File: config.mk
export PLATFORM = sky130hd
export DESIGN_NAME = conv_output_collector
export DESIGN_NICKNAME = d
export VERILOG_FILES = /design/src/rtl/conv_output_collector.sv
export SDC_FILE = /design/constraint.sdc
export NUM_CORES = 1
export LEC_CHECK = 0
export CAP_MARGIN = 10
export CELL_PAD_IN_SITES_DETAIL_PLACEMENT = 1
export CELL_PAD_IN_SITES_GLOBAL_PLACEMENT = 1
export CORE_MARGIN = 1
export CORE_UTILIZATION = 48
export CTS_CLUSTER_DIAMETER = 40
export DETAILED_ROUTE_END_ITERATION = 6
export GPL_ROUTABILITY_DRIVEN = 0
export PLACE_DENSITY = 0.82
export SLEW_MARGIN = 25
export SYNTH_ARGS = -nofsm -noshare
export SYNTH_HDL_FRONTEND = slang
export SYNTH_SLANG_ARGS = --single-unit
File: constraint.sdc
create_clock -name clk -period 22.3 [get_ports clk]
set_input_delay 4.46 -clock clk [delete_from_list [all_inputs] [get_ports clk]]
set_output_delay 4.46 -clock clk [all_outputs]
set_load 0.1 [all_outputs]
File: src/rtl/conv_output_collector.sv
// Packs Tm serial output features into one pixel word and writes the words through a 2-entry FIFO.
// Optional macro RELU_EN: negative features are clamped to zero before packing.
module conv_output_collector #(
  parameter int Tm            = 8,
  parameter int FEATURE_WIDTH = 16,
  parameter int ADDR_WIDTH    = 10
) (
  input  logic                          clk,
  input  logic                          rst,
  input  logic                          cfg_enable,
  input  logic [15:0]                   cfg_pixel_count,
  input  logic [ADDR_WIDTH-1:0]         cfg_base_addr,
  input  logic                          feat_valid,
  input  logic [FEATURE_WIDTH-1:0]      feat_data,
  output logic                          wr_valid,
  input  logic                          wr_ready,
  output logic [ADDR_WIDTH-1:0]         wr_addr,
  output logic [Tm*FEATURE_WIDTH-1:0]   wr_data,
  output logic                          busy,
  output logic                          done,
  output logic                          overflow
);

  localparam int LW = (Tm > 1) ? $clog2(Tm) : 1;
  localparam int WW = Tm * FEATURE_WIDTH;
  localparam logic [LW-1:0] LANE_LAST = LW'(Tm - 1);

  typedef enum logic [1:0] {S_IDLE, S_COLLECT, S_DONE} state_t;

  state_t                  state_q, state_d;
  logic [15:0]             pixel_count_q;
  logic [ADDR_WIDTH-1:0]   base_addr_q;
  logic [LW-1:0]           lane_cnt_q;
  logic [WW-1:0]           pack_q;
  logic [15:0]             word_idx_q;
  logic [15:0]             words_written_q;
  logic [WW-1:0]           fifo_data_q [2];
  logic [ADDR_WIDTH-1:0]   fifo_addr_q [2];
  logic                    rd_ptr_q, wr_ptr_q;
  logic [1:0]              count_q;
  logic                    overflow_q;

  logic [FEATURE_WIDTH-1:0] feat_val;
  logic [WW-1:0]            packed_word;
  logic [ADDR_WIDTH-1:0]    push_addr;
  logic                     accept, push, pop, full, push_ok;

`ifdef RELU_EN
  assign feat_val = feat_data[FEATURE_WIDTH-1] ? '0 : feat_data;
`else
  assign feat_val = feat_data;
`endif

  // Beats past the configured word count are dropped by comparing against
  // the push index, which also advances on overflowed words.
  assign accept  = (state_q == S_COLLECT) && feat_valid && (word_idx_q != pixel_count_q);
  assign push    = accept && (lane_cnt_q == LANE_LAST);
  assign pop     = (count_q != 2'd0) && wr_ready;
  assign full    = (count_q == 2'd2);
  assign push_ok = push && (!full || pop);
  assign push_addr = base_addr_q + ADDR_WIDTH'(word_idx_q);

  always_comb begin
    packed_word = pack_q;
    packed_word[int'(lane_cnt_q)*FEATURE_WIDTH +: FEATURE_WIDTH] = feat_val;
  end

  always_comb begin
    state_d = state_q;
    case (state_q)
      S_IDLE:    state_d = S_IDLE;
      // Look ahead at this cycle's handshake so done follows the last write directly.
      S_COLLECT: if ((words_written_q + 16'(pop)) == pixel_count_q) state_d = S_DONE;
      S_DONE:    state_d = S_IDLE;
      default:   state_d = S_IDLE;
    endcase
    if (cfg_enable) state_d = S_COLLECT;
  end

  always_ff @(posedge clk or posedge rst) begin
    if (rst) state_q <= S_IDLE;
    else     state_q <= state_d;
  end

  always_ff @(posedge clk or posedge rst) begin
    if (rst) begin
      pixel_count_q   <= '0;
      base_addr_q     <= '0;
      lane_cnt_q      <= '0;
      pack_q          <= '0;
      word_idx_q      <= '0;
      words_written_q <= '0;
      overflow_q      <= 1'b0;
    end else if (cfg_enable) begin
      pixel_count_q   <= cfg_pixel_count;
      base_addr_q     <= cfg_base_addr;
      lane_cnt_q      <= '0;
      pack_q          <= '0;
      word_idx_q      <= '0;
      words_written_q <= '0;
      overflow_q      <= 1'b0;
    end else begin
      if (accept) begin
        pack_q     <= packed_word;
        lane_cnt_q <= (lane_cnt_q == LANE_LAST) ? '0 : lane_cnt_q + 1'b1;
      end
      if (push)            word_idx_q      <= word_idx_q + 16'd1;
      if (push && !push_ok) overflow_q     <= 1'b1;
      if (pop)             words_written_q <= words_written_q + 16'd1;
    end
  end

  always_ff @(posedge clk or posedge rst) begin
    if (rst) begin
      for (int unsigned i = 0; i < 2; i++) begin
        fifo_data_q[i] <= '0;
        fifo_addr_q[i] <= '0;
      end
      rd_ptr_q <= 1'b0;
      wr_ptr_q <= 1'b0;
      count_q  <= '0;
    end else if (cfg_enable) begin
      rd_ptr_q <= 1'b0;
      wr_ptr_q <= 1'b0;
      count_q  <= '0;
    end else begin
      if (push_ok) begin
        fifo_data_q[wr_ptr_q] <= packed_word;
        fifo_addr_q[wr_ptr_q] <= push_addr;
        wr_ptr_q              <= ~wr_ptr_q;
      end
      if (pop) rd_ptr_q <= ~rd_ptr_q;
      count_q <= count_q + 2'(push_ok) - 2'(pop);
    end
  end

  assign wr_valid = (count_q != 2'd0);
  assign wr_data  = fifo_data_q[rd_ptr_q];
  assign wr_addr  = fifo_addr_q[rd_ptr_q];
  assign busy     = (state_q == S_COLLECT);
  assign done     = (state_q == S_DONE);
  assign overflow = overflow_q;

endmodule
=== Yosys cells after proc, flatten, opt, wreduce, memory -nomap -nowiden ===
Cells that the tools add are included.

* Register bits after elaboration: 472
* Latch bits: 0
* Bits in writable memories: 0
* Memory bits (read-only): 0
* Bits of input ports: 47
* Output and inout port bits: 142
* Logic and storage cells: 89
* Memories kept: 0

* $add $sub $neg: 8
* Multipliers: 0
* Divide/modulo/power cells: 0
* Magnitude comparators: 3
* Equal/unequal tests: 7
* Shift operators: 2
* Mux-type cells: 32
* Bitwise operators: 5
* Reductions and logical operators: 17

{| class="wikitable"
|+ Operator list
! cell !! number
|-
| $mux W128 || 6
|-
| $bwmux W256 || 1
|-
| $bwmux W128 || 1
|-
| $demux W128 S1 || 1
|-
| $shift A16 B33 Y128 const A || 1
|-
| $shiftx A16 B33 Y128 || 1
|-
| $mux W16 || 4
|-
| $mux W10 || 4
|-
| $neg A7 Y33 || 1
|-
| $add A16 B1 Y16 const B || 2
|-
| $bwmux W20 || 1
|-
| $add A16 B1 Y16 || 1
|-
| $eq A16 B16 Y1 || 1
|-
| $ne A16 B16 Y1 || 1
|-
| $reduce_bool A2 Y1 || 6
|-
| $add A10 B10 Y10 || 1
|-
| $demux W10 S1 || 1
|-
| $mux W3 || 3
|-
| $mux W2 || 4
|-
| $logic_and A1 B1 Y1 || 7
|-
| $mux W1 || 6
|-
| $eq A2 B2 Y1 const B || 2
|-
| $ge A2 B2 Y1 const B || 2
|-
| $not A1 Y2 || 2
|-
| other kinds (11) || 14
|}

=== Logic depth before layout (Yosys ltp) ===
Gate-level depths: netlist of run 1.

* Depth after elaboration: 9
* Mapped depth: 13
* Mapped depth without buffers: 11

=== Least setup slack after synthesis of run 1 ===
Ideal clock, no wire load.

* Path type: register -> output
* Start: register rd_ptr_q
* End: output port wr_addr[1]
* Arrival: 3.078 ns
* Data required time: 17.840 ns
* Path slack: 14.762 ns
* Cell stages (with the launch flop): 5
* Path buffers: 3
* Path through: dfrtp_1 > clkbuf_1 > clkbuf_1 > clkbuf_1 > o21ai_0

* Word-level cells in the longest chain between the ends: 4

{| class="wikitable"
|+ Ends and longest elaborated chain
! what !! line !! source
|-
| start: declaration || 39 || <nowiki>logic rd_ptr_q, wr_ptr_q;</nowiki>
|-
| start signal: assignment || 132 || <nowiki>if (pop) rd_ptr_q <= ~rd_ptr_q;</nowiki>
|-
| $not A1 Y2 (not written as such) || 139 || <nowiki>assign wr_addr = fifo_addr_q[rd_ptr_q];</nowiki>
|-
| $mux W10 (not written as such) (3 in series) || 139 ||
|-
| end: declaration || 17 || <nowiki>output logic [ADDR_WIDTH-1:0] wr_addr,</nowiki>
|}

Every way passes these cells. The select of a mux whose other input is x is not followed.

=== Worst setup path in the final report of run 1 ===
* Start: register rd_ptr_q
* End: output port wr_data[79]

* Word-level cells in the longest chain between the ends: 4

{| class="wikitable"
|+ Ends and longest elaborated chain
! what !! line !! source
|-
| $not A1 Y2 (not written as such) || 138 || <nowiki>assign wr_data = fifo_data_q[rd_ptr_q];</nowiki>
|-
| $mux W128 (not written as such) (3 in series) || 138 ||
|-
| end: declaration || 18 || <nowiki>output logic [Tm*FEATURE_WIDTH-1:0] wr_data,</nowiki>
|}

Every way passes these cells. The select of a mux whose other input is x is not followed.

==> impl_metrics.json, run 1 <==
{
  "status": "finished, violations left",
  "violations": "DRC",
  "fmax_mhz": 118,
  "synth_area_per_cell_sq_um": 12.4,
  "synth_compound_area_share_pct": 2.94,
  "powerDensity_nw_per_um2": 81.8,
  "arrival_ns": 3.99,
  "min_to": "state_q[1]$_DFFE_PP0P_",
  "finalSetupViolCount": 0,
  "grt.total_usage_pct": 28.9,
  "multi_input_area_sq_um": 10400,
  "path_class": "reg2out",
  "synth_flop_cell": "dfrtp_1",
  "antenna_found_initial": 0,
  "nFillCells": 4529,
  "timing.rr.end": "pack_q[32]$_DFFE_PP0P_",
  "viasPerCell": 5.84,
  "worstPathMaxFanout": 79,
  "syn-instance-count": 1836,
  "cts_resized": 0,
  "gr-total-overflow": 0,
  "power.share.clock_pct": 55.3,
  "synth_edf_count": 0,
  "htreeDepth": 3,
  "grt_pass1_vias": 17600,
  "yosys.cell_types.count": 56,
  "r2r_slack_ns": 17.71,
  "place_inst": 2530,
  "reg2reg_from": "lane_cnt_q[0]$_DFFE_PP0P_",
  "io_buffer_count": 188,
  "placed_area_sq_um": 25200,
  "grt_max_degree": 138,
  "dp.final_hpwl_mm": 40.4,
  "p_switching_mw": 0.551,
  "cts_tree": "yes",
  "synthAdderAreaFrac_pct": 1.13,
  "cts_setup_buffers": 0,
  "core_sq_um": 46800,
  "seqCellArea_sq_um": 11800,
  "async_reset_ff_share_pct": 100,
  "ioPinCount": 189,
  "finalHoldViolCount": 0,
  "via_count": 15600,
  "layout-drive-gt1-share_pct": 32.2,
  "nets": 2070,
  "comb_power_share_pct": 6.3,
  "fin_skew_ns": 0.0313,
  "cp-end-kind": "output pin",
  "yosys.area_share.simple_pct": 7.63,
  "cts-buffers-inserted": 75,
  "synth_top_family_by_area": "multiplexers",
  "drc": 21,
  "ir_worst_vdd_mv": 0.0708,
  "synth_xor_area_share_pct": 2.25,
  "stdcell_area_sq_um": 28000,
  "initialDrtViolationCount": 1094,
  "clockBufferDepth": 3,
  "hold_depth": 1,
  "cp-start-kind": "flop",
  "power_frac_seq_pct": 38.5,
  "layout_common_cells": "mux2_2, dfrtp_1, clkdlybuf4s50_1",
  "fin_util_pct": 59.8,
  "firstDrtPassIters": 7,
  "swShare_pct": 24.1,
  "start_util_pct": 48.9,
  "rsz0062_at_grt": "no",
  "final_common_cell": "mux2_2",
  "finalPower_mw": 2.29,
  "p_int_mw": 1.74,
  "area_growth_pct": 22.4,
  "grt_pass1_wl_mm": 106,
  "drtAntennaViolNets": 0,
  "numClockSinks": 472,
  "clock_latency_ns": 0.61,
  "reg2regPathDepth": 9,
  "path_clk_slew_ns": 0.05,
  "critPathRequiredTime_ns": 17.84,
  "worst_pin_slew_ns": 1.09,
  "max_slew_margin_pct": 26.8,
  "finalSetupTns_ns": 0,
  "maxCapViolations": 0,
  "synth_mux_area_share_pct": 31.3,
  "syn-num-nets": 1903,
  "cts_root_buffer": "clkbuf_16",
  "final_max_slew_viol_count": 0,
  "rows": 79,
  "wl_mm": 67.9,
  "yosysWarnings": 0,
  "fin_crit_sh_pct": 37.9,
  "detail_route.wl_per_cell_um": 25.4,
  "hold_buffers": 0,
  "die_w_um": 220,
  "synthesis.area_sq_um": 22900,
  "holdCritPathClass": "reg2reg",
  "ys_seq_elements": 472,
  "yosysSeqAreaShare_pct": 51.7,
  "final_cells": 2672,
  "period_needed_ns": 8.45,
  "die_h_um": 220,
  "leakage_nw": 12.8,
  "min_from": "state_q[1]$_DFFE_PP0P_",
  "die_area_sq_um": 48500
}
[how the worst max path moves through the flow]
stage | from | endpoint | slack (ns) | depth (start not counted)
floorplan | rst | base_addr_q[0]$_DFFE_PP0P_ | 4.67 | 1
global placement | rst | fifo_data_q[152]$_DFFE_PP0P_ | 14.13 | 5
detailed placement | rst | fifo_data_q[24]$_DFFE_PP0P_ | 14.01 | 5
CTS | rd_ptr_q$_DFFE_PP0P_ | wr_data[43] | 13.52 | 3
global route | rd_ptr_q$_DFFE_PP0P_ | wr_data[79] | 13.74 | 3
finish | rd_ptr_q$_DFFE_PP0P_ | wr_data[79] | 13.85 | 3
[critical path: stages (launching register included)]
cell and delay (ns):
dfrtp_4 1.11, buf_6 0.64, mux2_2 0.31, clkdlybuf4s50_1 1.16
[Yosys cell counts (3+ instances only)]
library cell / count / area (sq um)
or3_1: 13 / 81.3
nand2b_1: 4 / 25.0
and4_1: 3 / 26.3
a21o_1: 3 / 22.5
nor2_1: 177 / 664
buf_1: 4 / 15.0
nor2b_1: 11 / 68.8
or4_1: 8 / 60.1
buf_4: 26 / 195
inv_1: 28 / 105
nand3_1: 21 / 105
nor3_2: 6 / 60.1
a21oi_1: 43 / 215
o31ai_1: 8 / 60.1
o21a_1: 4 / 30.0
clkbuf_1: 73 / 274
buf_2: 20 / 100
o21ai_0: 47 / 235
mux2_2: 495 / 5570
ha_1: 19 / 238
nand2_1: 57 / 214
mux2i_1: 158 / 1580
nand4_1: 14 / 87.6
nor3_1: 12 / 60.1
nor4_1: 8 / 50.1
and2_1: 8 / 50.1
xnor2_1: 18 / 158
dfrtp_1: 472 / 11800
nor3b_1: 3 / 22.5
and3_1: 5 / 31.3
xor2_1: 38 / 333
[power groups by stage]
stage	clock network (mW)	registers [mW]	logic, mW
floorplan	0	0.887	0.101
global placement	0	0.894	0.137
detailed placement	0	0.895	0.142
CTS	1.28	0.880	0.144
global route	1.31	0.881	0.154
finish	1.26	0.880	0.143
[routing by layer]
metal | vias to the layer above | track usage, % | share of wire, %
li1 | 6821 | - | -
met1 | 8220 | 35.7 | 41
met2 | 405 | 48.9 | 50
met3 | 156 | 4.88 | 4.0
met4 | 0 | 14.8 | 4.4
met5 | - | 0 | 0
[sequential cells by signal (all words and copies together) (netlist names)]
signal / cells
count_q: 2
words_written_q: 16
overflow: 1
state_q: 2
rd_ptr_q: 1
fifo_data_q: 256
base_addr_q: 10
lane_cnt_q: 3
word_idx_q: 16
pack_q: 128
wr_ptr_q: 1
pixel_count_q: 16
fifo_addr_q: 20
[logic make-up (layout without fill, tap and decap cells)]
group	count (synthesis)	count (layout)
xor+xnor	57	57
simple gates	362	362
buf+inv	153	381
fa+ha+maj	20	20
other cells	0	1
flops	472	472
compound gates	119	119
mux	653	653
[per-stage QoR]
| step | setup WS (ns) | hold WS (ns) |
|---|---|---|
| finish | 13.85 | 0.453 |
| global route | 13.74 | 0.473 |
| CTS | 13.52 | 0.453 |
| detailed placement | 14.01 | 0.446 |
| global placement | 14.13 | 0.436 |
| floorplan | 4.67 | 0.422 |
[cell type report]
| cell class | count | share of cell area (%) |
|---|---|---|
| timing repair buffer | 214 | 7.71 |
| inverter | 29 | 0.416 |
| sequential | 472 | 42.2 |
| tap | 607 | 2.72 |
| multi-input combinational | 1211 | 37.2 |
| clock buffer | 97 | 7.52 |
| antenna | 1 | 0.00895 |
| clock inverter | 41 | 2.20 |
Note: power is estimated with default switching activity, not from simulation.
==> inputs of run 2 (changes only) <==
Clock period 22.3 ns to 8.5 ns, I/O delays scaled along.
==> impl_metrics.json, run 2 (synthesized netlist as in run 1, its figures left out) <==
{
  "final_max_slew_viol_count": 0,
  "crit_buf_inv": 3,
  "clockBufferDepth": 3,
  "die_area_sq_um": 48500,
  "reg2reg_from": "lane_cnt_q[0]$_DFFE_PP0P_",
  "path_class": "reg2out",
  "dp.final_hpwl_mm": 40.0,
  "p_int_mw": 4.25,
  "max_slew_margin_pct": 22.6,
  "numClockSinks": 472,
  "via_count": 15500,
  "grt.total_usage_pct": 28.2,
  "top_layer_used": "met4",
  "area_growth_pct": 21.8,
  "largest_reg_flops": 256,
  "endpoint": "wr_data[41]",
  "comb_power_share_pct": 6.8,
  "ioPinCount": 189,
  "r2r_slack_ns": 4.10,
  "worst_pin_slew_ns": 1.16,
  "reg2regPathDepth": 9,
  "timing.rr.end": "pack_q[103]$_DFFE_PP0P_",
  "regMostFlops": "fifo_data_q",
  "period_needed_ns": 5.48,
  "htreeDepth": 3,
  "violations": "DRC",
  "cts_setup_buffers": 0,
  "min_from": "state_q[1]$_DFFE_PP0P_",
  "cts_root_buffer": "clkbuf_16",
  "rows": 79,
  "powerDensity_nw_per_um2": 206,
  "fin_crit_sh_pct": 64.4,
  "power_frac_seq_pct": 40.3,
  "crit_family": "buffers and inverters",
  "cts_resized": 0,
  "finalSetupViolCount": 0,
  "dr_wl_met2_mm": 33.4,
  "crit_chain": "buf_4 > buf_12 > mux2_2 > clkdlybuf4s50_1",
  "wl_mm": 66.2,
  "die_w_um": 220,
  "holdCritPathClass": "reg2reg",
  "status": "finished, violations left",
  "initialDrtViolationCount": 929,
  "die_h_um": 220,
  "detail_route.wl_per_cell_um": 24.7,
  "power.share.clock_pct": 52.9,
  "drt-met1-wl_mm": 27.8,
  "place_inst": 2536,
  "crit_slowest_cell": "clkdlybuf4s50_1",
  "startpoint": "rd_ptr_q$_DFFE_PP0P_",
  "nets": 2078,
  "antenna_found_initial": 2,
  "diodes": 0,
  "final_cells": 2679,
  "firstDrtPassIters": 6,
  "top_regs": "fifo_data_q: 256 flops, pack_q: 128 flops, fifo_addr_q: 20 flops",
  "finalSetupTns_ns": 0,
  "slowest_delay_ns": 1.16,
  "fmax_mhz": 183,
  "cts_tree": "yes",
  "cp-end-kind": "output pin",
  "drtAntennaViolNets": 0,
  "path_depth": 4,
  "layout_common_cells": "mux2_2, dfrtp_1, clkdlybuf4s50_1",
  "ir_worst_vdd_mv": 0.198,
  "clock_latency_ns": 0.62,
  "start_util_pct": 48.9,
  "rsz0062_at_grt": "no",
  "grt_pass1_wl_mm": 104,
  "grt_max_degree": 193,
  "io_buffer_count": 188,
  "dp_slack_ns": 3.29,
  "worstPathMaxFanout": 47,
  "route.met3.wl_mm": 2.67,
  "layout-drive-gt1-share_pct": 32.6,
  "swShare_pct": 25.8,
  "grt_pass1_vias": 17400,
  "drc": 11,
  "cp-start-kind": "flop",
  "arrival_ns": 3.78,
  "critPathRequiredTime_ns": 6.80,
  "hold_buffers": 0,
  "core_sq_um": 46800,
  "leakage_nw": 12.7,
  "maxCapViolations": 0,
  "finalHoldViolCount": 0,
  "postLayoutSetupSlackWorst_ns": 3.02,
  "p_switching_mw": 1.47,
  "fin_skew_ns": 0.0335,
  "viasPerCell": 5.79,
  "fin_util_pct": 59.6,
  "final_common_cell": "mux2_2",
  "path_clk_slew_ns": 0.06,
  "cts-buffers-inserted": 75,
  "gr-total-overflow": 0
}
[run 2: cell types whose count changed in the layout (fill, tap and decap cells not counted), sizes merged]
cell / before / now
inv: 36 / 41
buf: 27 / 35
clkinv: 16 / 23
clkbuf: 97 / 89
bufinv: 13 / 4
clkinvlp: 5 / 10
diode: 1 / 0
[run 2: worst min-delay path by stage]
stage	end	slack, ns	cells past startpoint
global placement	state_q[1]$_DFFE_PP0P_	0.44	1
floorplan	state_q[1]$_DFFE_PP0P_	0.42	1
detailed placement	state_q[1]$_DFFE_PP0P_	0.46	1
finish	state_q[1]$_DFFE_PP0P_	0.46	1
global route	state_q[1]$_DFFE_PP0P_	0.49	1
CTS	state_q[1]$_DFFE_PP0P_	0.47	1
[run 2: metal layers]
layer	vias to the layer above	track usage, %
li1	6826	-
met1	8181	36.3
met2	379	47.2
met3	132	4.34
met4	0	12.0
met5	-	0
[run 2: final cells by class]
type,instances,area (sq um)
Inverter,29,113
Sequential cell,472,11800
Timing Repair Buffer,222,2250
Fill cell,4612,18900
Clock buffer,89,2010
Multi-Input combinational cell,1211,10400
Tap cell,607,759
Clock inverter,49,480
[run 2: metrics by stage]
stage | power, mW | instance area [sq um] | hold slack (ns)
2_1_floorplan | 2.59 | 22900 | 0.422
3_3_place_gp | 2.71 | 25200 | 0.435
3_5_place_dp | 2.72 | 25300 | 0.459
4_1_cts | 5.77 | 27800 | 0.466
5_1_grt | 5.90 | 27800 | 0.491
6_report | 5.72 | 27800 | 0.461
[run 2: power groups by stage]
stage               clock (mW)  sequential (mW)  combinational [mW]
finish                    3.03             2.30               0.388
global placement             0             2.35               0.362
floorplan                    0             2.33               0.264
detailed placement           0             2.34               0.381
global route              3.17             2.31               0.416
CTS                       3.08             2.30               0.387
==> inputs of run 3 (changes only) <==
Clock period 8.5 ns to 5.1 ns, I/O delays scaled along.
==> impl_metrics.json, run 3 (synthesized netlist as in run 1, its figures left out) <==
{
  "fin_skew_ns": 0.0306,
  "nFillCells": 4615,
  "cts_resized": 0,
  "io_buffer_count": 188,
  "ir_worst_vdd_mv": 0.228,
  "critPathRequiredTime_ns": 4.08,
  "cp-start-kind": "flop",
  "nets": 2080,
  "crit_family": "buffers and inverters",
  "slowest_delay_ns": 0.98,
  "die_area_sq_um": 48500,
  "cp-end-kind": "output pin",
  "max_slew_margin_pct": 24.4,
  "placed_area_sq_um": 25300,
  "worstPathMaxFanout": 50,
  "rsz0062_at_grt": "no",
  "gr-total-overflow": 0,
  "crit_buf_inv": 2,
  "cts_setup_buffers": 0,
  "stdcell_area_sq_um": 27700,
  "status": "finished, violations left",
  "cts_root_buffer": "clkbuf_16",
  "area_growth_pct": 21.3,
  "diodes": 0,
  "timing.rr.end": "pack_q[126]$_DFFE_PP0P_",
  "path_clk_slew_ns": 0.05,
  "finalHoldViolCount": 0,
  "final_max_slew_viol_count": 0,
  "hold_buffers": 0,
  "antenna_found_initial": 1,
  "drtAntennaViolNets": 0,
  "cts_tree": "yes",
  "layout_common_cells": "mux2_2, dfrtp_1, nor2_1",
  "clock_latency_ns": 0.60,
  "viasPerCell": 5.80,
  "reg2reg_from": "lane_cnt_q[0]$_DFFE_PP0P_",
  "regMostFlops": "fifo_data_q",
  "maxCapViolations": 0,
  "detail_route.wl_per_cell_um": 24.2,
  "grt_pass1_wl_mm": 102,
  "drc": 12,
  "startpoint": "rd_ptr_q$_DFFE_PP0P_",
  "largest_reg_flops": 256,
  "initialDrtViolationCount": 860,
  "violations": "DRC",
  "top_regs": "fifo_data_q: 256 flops, pack_q: 128 flops, fifo_addr_q: 20 flops",
  "multi_input_area_sq_um": 10400,
  "final_common_cell": "mux2_2",
  "die_h_um": 220,
  "fmax_mhz": 227,
  "holdCritPathClass": "reg2reg",
  "rows": 79,
  "reg2regPathDepth": 8,
  "finalSetupViolCount": 0,
  "worst_pin_slew_ns": 1.13,
  "start_util_pct": 48.9,
  "firstDrtPassIters": 7,
  "crit_chain": "buf_4 > mux2_2 > clkdlybuf4s50_1",
  "grt_pass1_vias": 17400,
  "powerDensity_nw_per_um2": 342,
  "finalPower_mw": 9.49,
  "htreeDepth": 3,
  "endpoint": "wr_data[7]",
  "numClockSinks": 472,
  "r2r_slack_ns": 1.02,
  "finalSetupTns_ns": 0,
  "via_count": 15500,
  "die_w_um": 220,
  "grt_max_degree": 133,
  "core_sq_um": 46800,
  "wl_mm": 64.8,
  "period_needed_ns": 4.40,
  "fin_crit_sh_pct": 86.3,
  "grt.total_usage_pct": 27.4,
  "crit_slowest_cell": "clkdlybuf4s50_1",
  "layout-drive-gt1-share_pct": 34.5,
  "arrival_ns": 3.38,
  "seqCellArea_sq_um": 11800,
  "dp.final_hpwl_mm": 38.4,
  "ioPinCount": 189,
  "path_class": "reg2out",
  "leakage_nw": 12.7,
  "clockBufferDepth": 3,
  "cts-buffers-inserted": 71,
  "path_depth": 3
}
-- run 3: cell types whose count changed in the layout (fill, tap and decap cells not counted), moves of 5 or more --
cell,before,now
buf_4,19,72
buf_6,9,2
clkbuf_8,4,9
clkdlybuf4s50_1,187,146
inv_6,14,8
-- run 3: how the worst min path moves through the flow --
| stage | start | end | slack, ns | cells after the start |
|---|---|---|---|---|
| 4_1_cts | state_q[1]$_DFFE_PP0P_ | state_q[1]$_DFFE_PP0P_ | 0.48 | 1 |
| 2_1_floorplan | state_q[1]$_DFFE_PP0P_ | state_q[1]$_DFFE_PP0P_ | 0.42 | 1 |
| 6_report | state_q[1]$_DFFE_PP0P_ | state_q[1]$_DFFE_PP0P_ | 0.48 | 1 |
| 5_1_grt | state_q[1]$_DFFE_PP0P_ | state_q[1]$_DFFE_PP0P_ | 0.50 | 1 |
| 3_5_place_dp | state_q[1]$_DFFE_PP0P_ | state_q[1]$_DFFE_PP0P_ | 0.46 | 1 |
| 3_3_place_gp | state_q[1]$_DFFE_PP0P_ | state_q[1]$_DFFE_PP0P_ | 0.45 | 1 |
-- run 3: worst reg2reg max path: cells and delay by family (launching register included) --
kind / cells / cell delay (ns)
fa+ha+maj: 2 / 0.73
buf+inv: 2 / 0.78
flops: 1 / 0.74
mux: 1 / 0.35
simple gates: 3 / 1.31
-- run 3: area by class of cell --
cell class                 instances  area share (%)
clock buffer                      89            7.21
clock inverter                    39            1.62
inverter                          29           0.406
multi-input combinational       1211            37.5
sequential                       472            42.6
tap                              607            2.74
timing repair buffer             228            7.86
-- run 3: where the power goes --
group          switching (mW)  total (mW)  internal [mW]
Clock                    1.85        5.00           3.16
Sequential             0.0569        3.84           3.79
Combinational           0.428       0.642          0.214
-- run 3: stage by stage --
stage / hold WS, ns / util, % / instances / setup WS, ns
finish: 0.478 / 59.3 / 2675 / 0.701
detailed placement: 0.460 / 54.0 / 2547 / 1.02
global route: 0.499 / 59.3 / 2675 / 0.621
global placement: 0.448 / 54.0 / 2546 / 1.22
floorplan: 0.422 / - / 1836 / -2.31
CTS: 0.476 / 59.3 / 2675 / 0.664
-- run 3: per-layer routing --
layer / vias up / part of all wire (%) / global-route usage [%]
met1: 8192 / 42 / 34.6
li1: 6834 / - / -
met2: 350 / 51 / 47.5
met4: 2 / 3.2 / 9.79
met3: 140 / 3.7 / 4.41
met5: - / 0.015 / 0
